**config.mk**
```make
export PLATFORM = sky130hd
export DESIGN_NAME = qupls_commit_sequencer
export DESIGN_NICKNAME = d
export VERILOG_FILES = /design/src/rtl/qupls_commit_sequencer.sv
export SDC_FILE = /design/constraint.sdc
export NUM_CORES = 1
export LEC_CHECK = 0
export CORE_UTILIZATION = 29
export DETAILED_ROUTE_END_ITERATION = 10
export PLACE_DENSITY = 0.81
export SYNTH_ARGS = -nofsm -noshare
export SYNTH_HDL_FRONTEND = slang
export SYNTH_SLANG_ARGS = --single-unit
```
**constraint.sdc**
```tcl
create_clock -name clk -period 3.35 [get_ports clk]
set_clock_uncertainty 0.1 [all_clocks]
set_input_delay 0.67 -clock clk [delete_from_list [all_inputs] [get_ports clk]]
set_output_delay 0.67 -clock clk [all_outputs]
set_load 0.03 [all_outputs]
```
**src/rtl/qupls_commit_sequencer.sv**
```systemverilog
// ROB retirement sequencer: advances the head pointer, serialises oddball and exception handshakes.
// Optional retirement/stall statistics are built when QUPLS_COMMIT_STATS_EN is defined.
module qupls_commit_sequencer #(
  parameter int ROB_ENTRIES = 16,
  parameter int MAX_CMT     = 6,
  localparam int NDX_W      = $clog2(ROB_ENTRIES)
) (
  input  logic             clk,
  input  logic             rst,
  input  logic [2:0]       cmtcnt,
  input  logic             do_commit,
  input  logic             head_oddball,
  input  logic             head_excv,
  input  logic [NDX_W-1:0] tail_i,
  input  logic             flush_i,
  input  logic             odd_ack,
  input  logic             exc_ack,
  output logic [NDX_W-1:0] head_o,
  output logic             cmt_o,
  output logic [2:0]       cmt_cnt_o,
  output logic             odd_req,
  output logic             exc_req,
  output logic             rob_flush_o,
  output logic             busy_o,
  output logic [63:0]      stat_cmt_o,
  output logic [63:0]      stat_stall_o
);

  // Sum needs room for head plus the largest possible count, even for tiny ROBs.
  localparam int SUM_W = (NDX_W + 1 > 4) ? NDX_W + 1 : 4;

  typedef enum logic [1:0] {RUN = 2'd0, ODD = 2'd1, EXC = 2'd2} state_t;
  state_t state;

  logic [2:0] n_clamp;

  function automatic logic [NDX_W-1:0] wrap_add(input logic [NDX_W-1:0] h, input logic [2:0] n);
    logic [SUM_W-1:0] s;
    s = SUM_W'(h) + SUM_W'(n);
    if (s >= SUM_W'(ROB_ENTRIES))
      s = s - SUM_W'(ROB_ENTRIES);
    return s[NDX_W-1:0];
  endfunction

  assign n_clamp = (cmtcnt > 3'(MAX_CMT)) ? 3'(MAX_CMT) : cmtcnt;
  assign busy_o  = (state != RUN);

  always_ff @(posedge clk or posedge rst) begin
    if (rst) begin
      state       <= RUN;
      head_o      <= '0;
      cmt_o       <= 1'b0;
      cmt_cnt_o   <= 3'd0;
      odd_req     <= 1'b0;
      exc_req     <= 1'b0;
      rob_flush_o <= 1'b0;
    end else begin
      cmt_o       <= 1'b0;
      cmt_cnt_o   <= 3'd0;
      rob_flush_o <= 1'b0;
      case (state)
        RUN: begin
          if (flush_i) begin
            state <= RUN;
          end else if (head_excv) begin
            exc_req <= 1'b1;
            state   <= EXC;
          end else if (do_commit && head_oddball) begin
            odd_req <= 1'b1;
            state   <= ODD;
          end else if (do_commit && n_clamp != 3'd0) begin
            head_o    <= wrap_add(head_o, n_clamp);
            cmt_o     <= 1'b1;
            cmt_cnt_o <= n_clamp;
          end
        end
        ODD: begin
          // A same-cycle flush beats the ack: the oddball is discarded, not retired.
          if (flush_i) begin
            odd_req <= 1'b0;
            state   <= RUN;
          end else if (odd_ack) begin
            head_o    <= wrap_add(head_o, 3'd1);
            cmt_o     <= 1'b1;
            cmt_cnt_o <= 3'd1;
            odd_req   <= 1'b0;
            state     <= RUN;
          end
        end
        EXC: begin
          if (flush_i) begin
            exc_req <= 1'b0;
            state   <= RUN;
          end else if (exc_ack) begin
            head_o      <= tail_i;
            rob_flush_o <= 1'b1;
            exc_req     <= 1'b0;
            state       <= RUN;
          end
        end
        default: begin
          odd_req <= 1'b0;
          exc_req <= 1'b0;
          state   <= RUN;
        end
      endcase
    end
  end

`ifdef QUPLS_COMMIT_STATS_EN
  always_ff @(posedge clk or posedge rst) begin
    if (rst) begin
      stat_cmt_o   <= 64'd0;
      stat_stall_o <= 64'd0;
    end else begin
      if (cmt_o)
        stat_cmt_o <= stat_cmt_o + 64'(cmt_cnt_o);
      if (busy_o)
        stat_stall_o <= stat_stall_o + 64'd1;
    end
  end
`else
  assign stat_cmt_o   = 64'd0;
  assign stat_stall_o = 64'd0;
`endif

endmodule

```
==> flow_summary.ini <==
[drt]
first_pass_iters = 4
wirelength_um = 2650
drt-initial-drc-count = 35
wl_per_cell_um = 8.31
routed-via-count = 1088
ant_nets = 0
via_per_inst = 3.41
drc = 0

[power]
ir_drop_mv = 0.231
power_density_nw_per_um2 = 503
power_mw = 0.864
p_leak_nw = 0.948

[critical_path]
cpMaxStageDelayCell = clkdlybuf4s50_1
critPathTopFamily = buffers and inverters
path_buf_inv = 3
cp_common_cell = inv_1
rr_startpoint = state[1]$_DFFE_PP0P_
path_class = flip-flop to output pin
cpPeakStageDelay_ps = 680
cp_max_fo = 6
worstSetupEndpointType = output pin
cp_data_required_time_ps = 2580
worstRegToRegCells = 9
rrSetupSlack_ps = 1020
arrival_ps = 1750
path_cells = inv_1 -> ha_1 -> inv_1 -> clkdlybuf4s50_1
start_kind = flip-flop
worstReg2RegEnd = head_o[3]$_DFFE_PP0P_

[min_path]
hp-start = exc_req$_DFFE_PP0P_
hold_path_end = exc_req$_DFFE_PP0P_
min_path_type = flip-flop to flip-flop
whs_path_depth = 1

[global_route]
grt_pass1_wl_um = 3650
grt_max_degree = 14
grt_pass1_vias = 812
grt_overflow = 0
antenna_found_initial = 0
track_usage = 0.0749

[clock_tree]
ctsResizeCount = 0
cts_max_level = 1
cts_tree = yes
clockBufferDepth = 2
cts_buffers = 3
cts-root-buf = clkbuf_8
clk_latency_ps = 250
cts_sinks = 13
hold_buffers = 0
postCtsSetupBuffers = 0
clk_pin_slew_ps = 50

[layout]
syn2layout_area_growth_pct = -4.91
layout_commonest_cell = conb_1
fin_nets = 267
fillerInstances = 628
n_antenna_cell = 0
drive_above_1_share = 0.0328
regArea_um2 = 325
final_cell_mix = 128 x conb_1, 26 x clkdlybuf4s50_1, 13 x dfrtp_1
fin_util = 0.289
stdcell_count = 319
multi_input_area_um2 = 961

[outcome]
status = completed

[yosys]
ys_ff_latch = 13
synth_cells = 216
ys_seq_area_frac = 0.180
synthesis.area_um2 = 1810
synthFlopType = dfrtp_1
yosys_warnings = 0
synth_edf_count = 0
synthArstFlopShare = 1.00
ys_types = 37
syn_avg_cell_area_um2 = 8.37

[placement]
place_congestion = 0.771
dp_cells = 315
hpwl_um = 2290
port_buffers = 26

[die]
start_util = 0.304
die_w_um = 81.0
num_io_pins = 155
rows = 28
core_area_um2 = 5960
die_h_um = 81.0
dieArea_um2 = 6550

[timing]
period_needed_ps = 2520
finalSetupViolCount = 0
slew_viol_final = 0
fmax_ghz = 0.396
setup_tns_ps = 0
hold_viol = 0
rsz0062_at_grt = no
fin_crit_sh = 0.753

[run]
drv_cap = 0
-- registers in the layout (all words and copies together) (netlist names) --
register	flops
cmt_o	1
cmt_cnt_o	3
state	2
rob_flush_o	1
odd_req	1
head_o	4
exc_req	1
-- synthesized netlist by cell type, types with 2 or more instances --
master | instances | area, um2
buf_4 | 128 | 961
dfrtp_1 | 13 | 325
inv_1 | 9 | 33.8
nand2b_1 | 7 | 43.8
ha_1 | 6 | 75.1
nand2_1 | 6 | 22.5
o21ai_0 | 6 | 30.0
and2_1 | 3 | 18.8
nor2_1 | 3 | 11.3
nor3_1 | 3 | 15.0
o22a_1 | 3 | 26.3
a21o_1 | 2 | 15.0
a21oi_1 | 2 | 10.0
nor3b_1 | 2 | 15.0
-- logic make-up (layout without fill, tap and decap cells) --
| logic type | count (synthesis) | in the layout | share of synthesized area |
|---|---|---|---|
| compound gates | 21 | 21 | 0.0907 |
| xor+xnor | 1 | 1 | 0.00485 |
| fa+ha+maj | 7 | 7 | 0.0526 |
| buf+inv | 138 | 39 | 0.552 |
| flops | 13 | 13 | 0.180 |
| mux | 2 | 2 | 0.0138 |
| other cells | 1 | 128 | 0.00207 |
| simple gates | 33 | 33 | 0.104 |
-- metrics by stage --
stage          setup slack [ps]  hold WS, ps  instance area, um2
2_1_floorplan              1290          447                2280
3_3_place_gp                671          386                1670
3_5_place_dp                634          385                1670
4_1_cts                     826          408                1720
5_1_grt                     748          429                1720
6_report                    827          400                1720
-- per-layer routing --
layer  global-route usage  wire length [um]
met3               0.0135               258
met5                    0                 0
met4               0.0482                61
met1               0.0686               868
met2                0.149              1460
-- worst register-to-register path, delay by kind of cell (launching register included) --
family                   cells  cell delay, ps
AO/OA/AOI/OAI                4             820
adder cells (fa/ha/maj)      2             560
flip-flops                   1             400
AND/OR/NAND/NOR              1             190
buffers and inverters        2             170
-- how the worst max path moves through the flow --
stage | cells after the start | end | startpoint | slack [ps]
after CTS | 4 | busy_o | state[0]$_DFFE_PP0P_ | 830
after detailed placement | 5 | head_o[2]$_DFFE_PP0P_ | flush_i | 630
after global routing | 4 | busy_o | state[0]$_DFFE_PP0P_ | 750
after floorplan | 9 | head_o[2]$_DFFE_PP0P_ | cmtcnt[2] | 1290
final | 4 | busy_o | state[0]$_DFFE_PP0P_ | 830
after global placement | 5 | head_o[2]$_DFFE_PP0P_ | flush_i | 670
-- power by group --
group          internal, mW  switching [mW]
combinational         0.147           0.362
sequential            0.188          0.0247
clock                0.0843          0.0593
total                 0.419           0.446
-- layout make-up --
class | instances | share of cell area
clock buffer | 4 | 0.0262
inverter | 9 | 0.0197
multi-input combinational | 192 | 0.559
sequential | 13 | 0.189
tap | 75 | 0.0546
timing repair buffer | 26 | 0.151
Note: power is estimated with default switching activity, not from simulation.
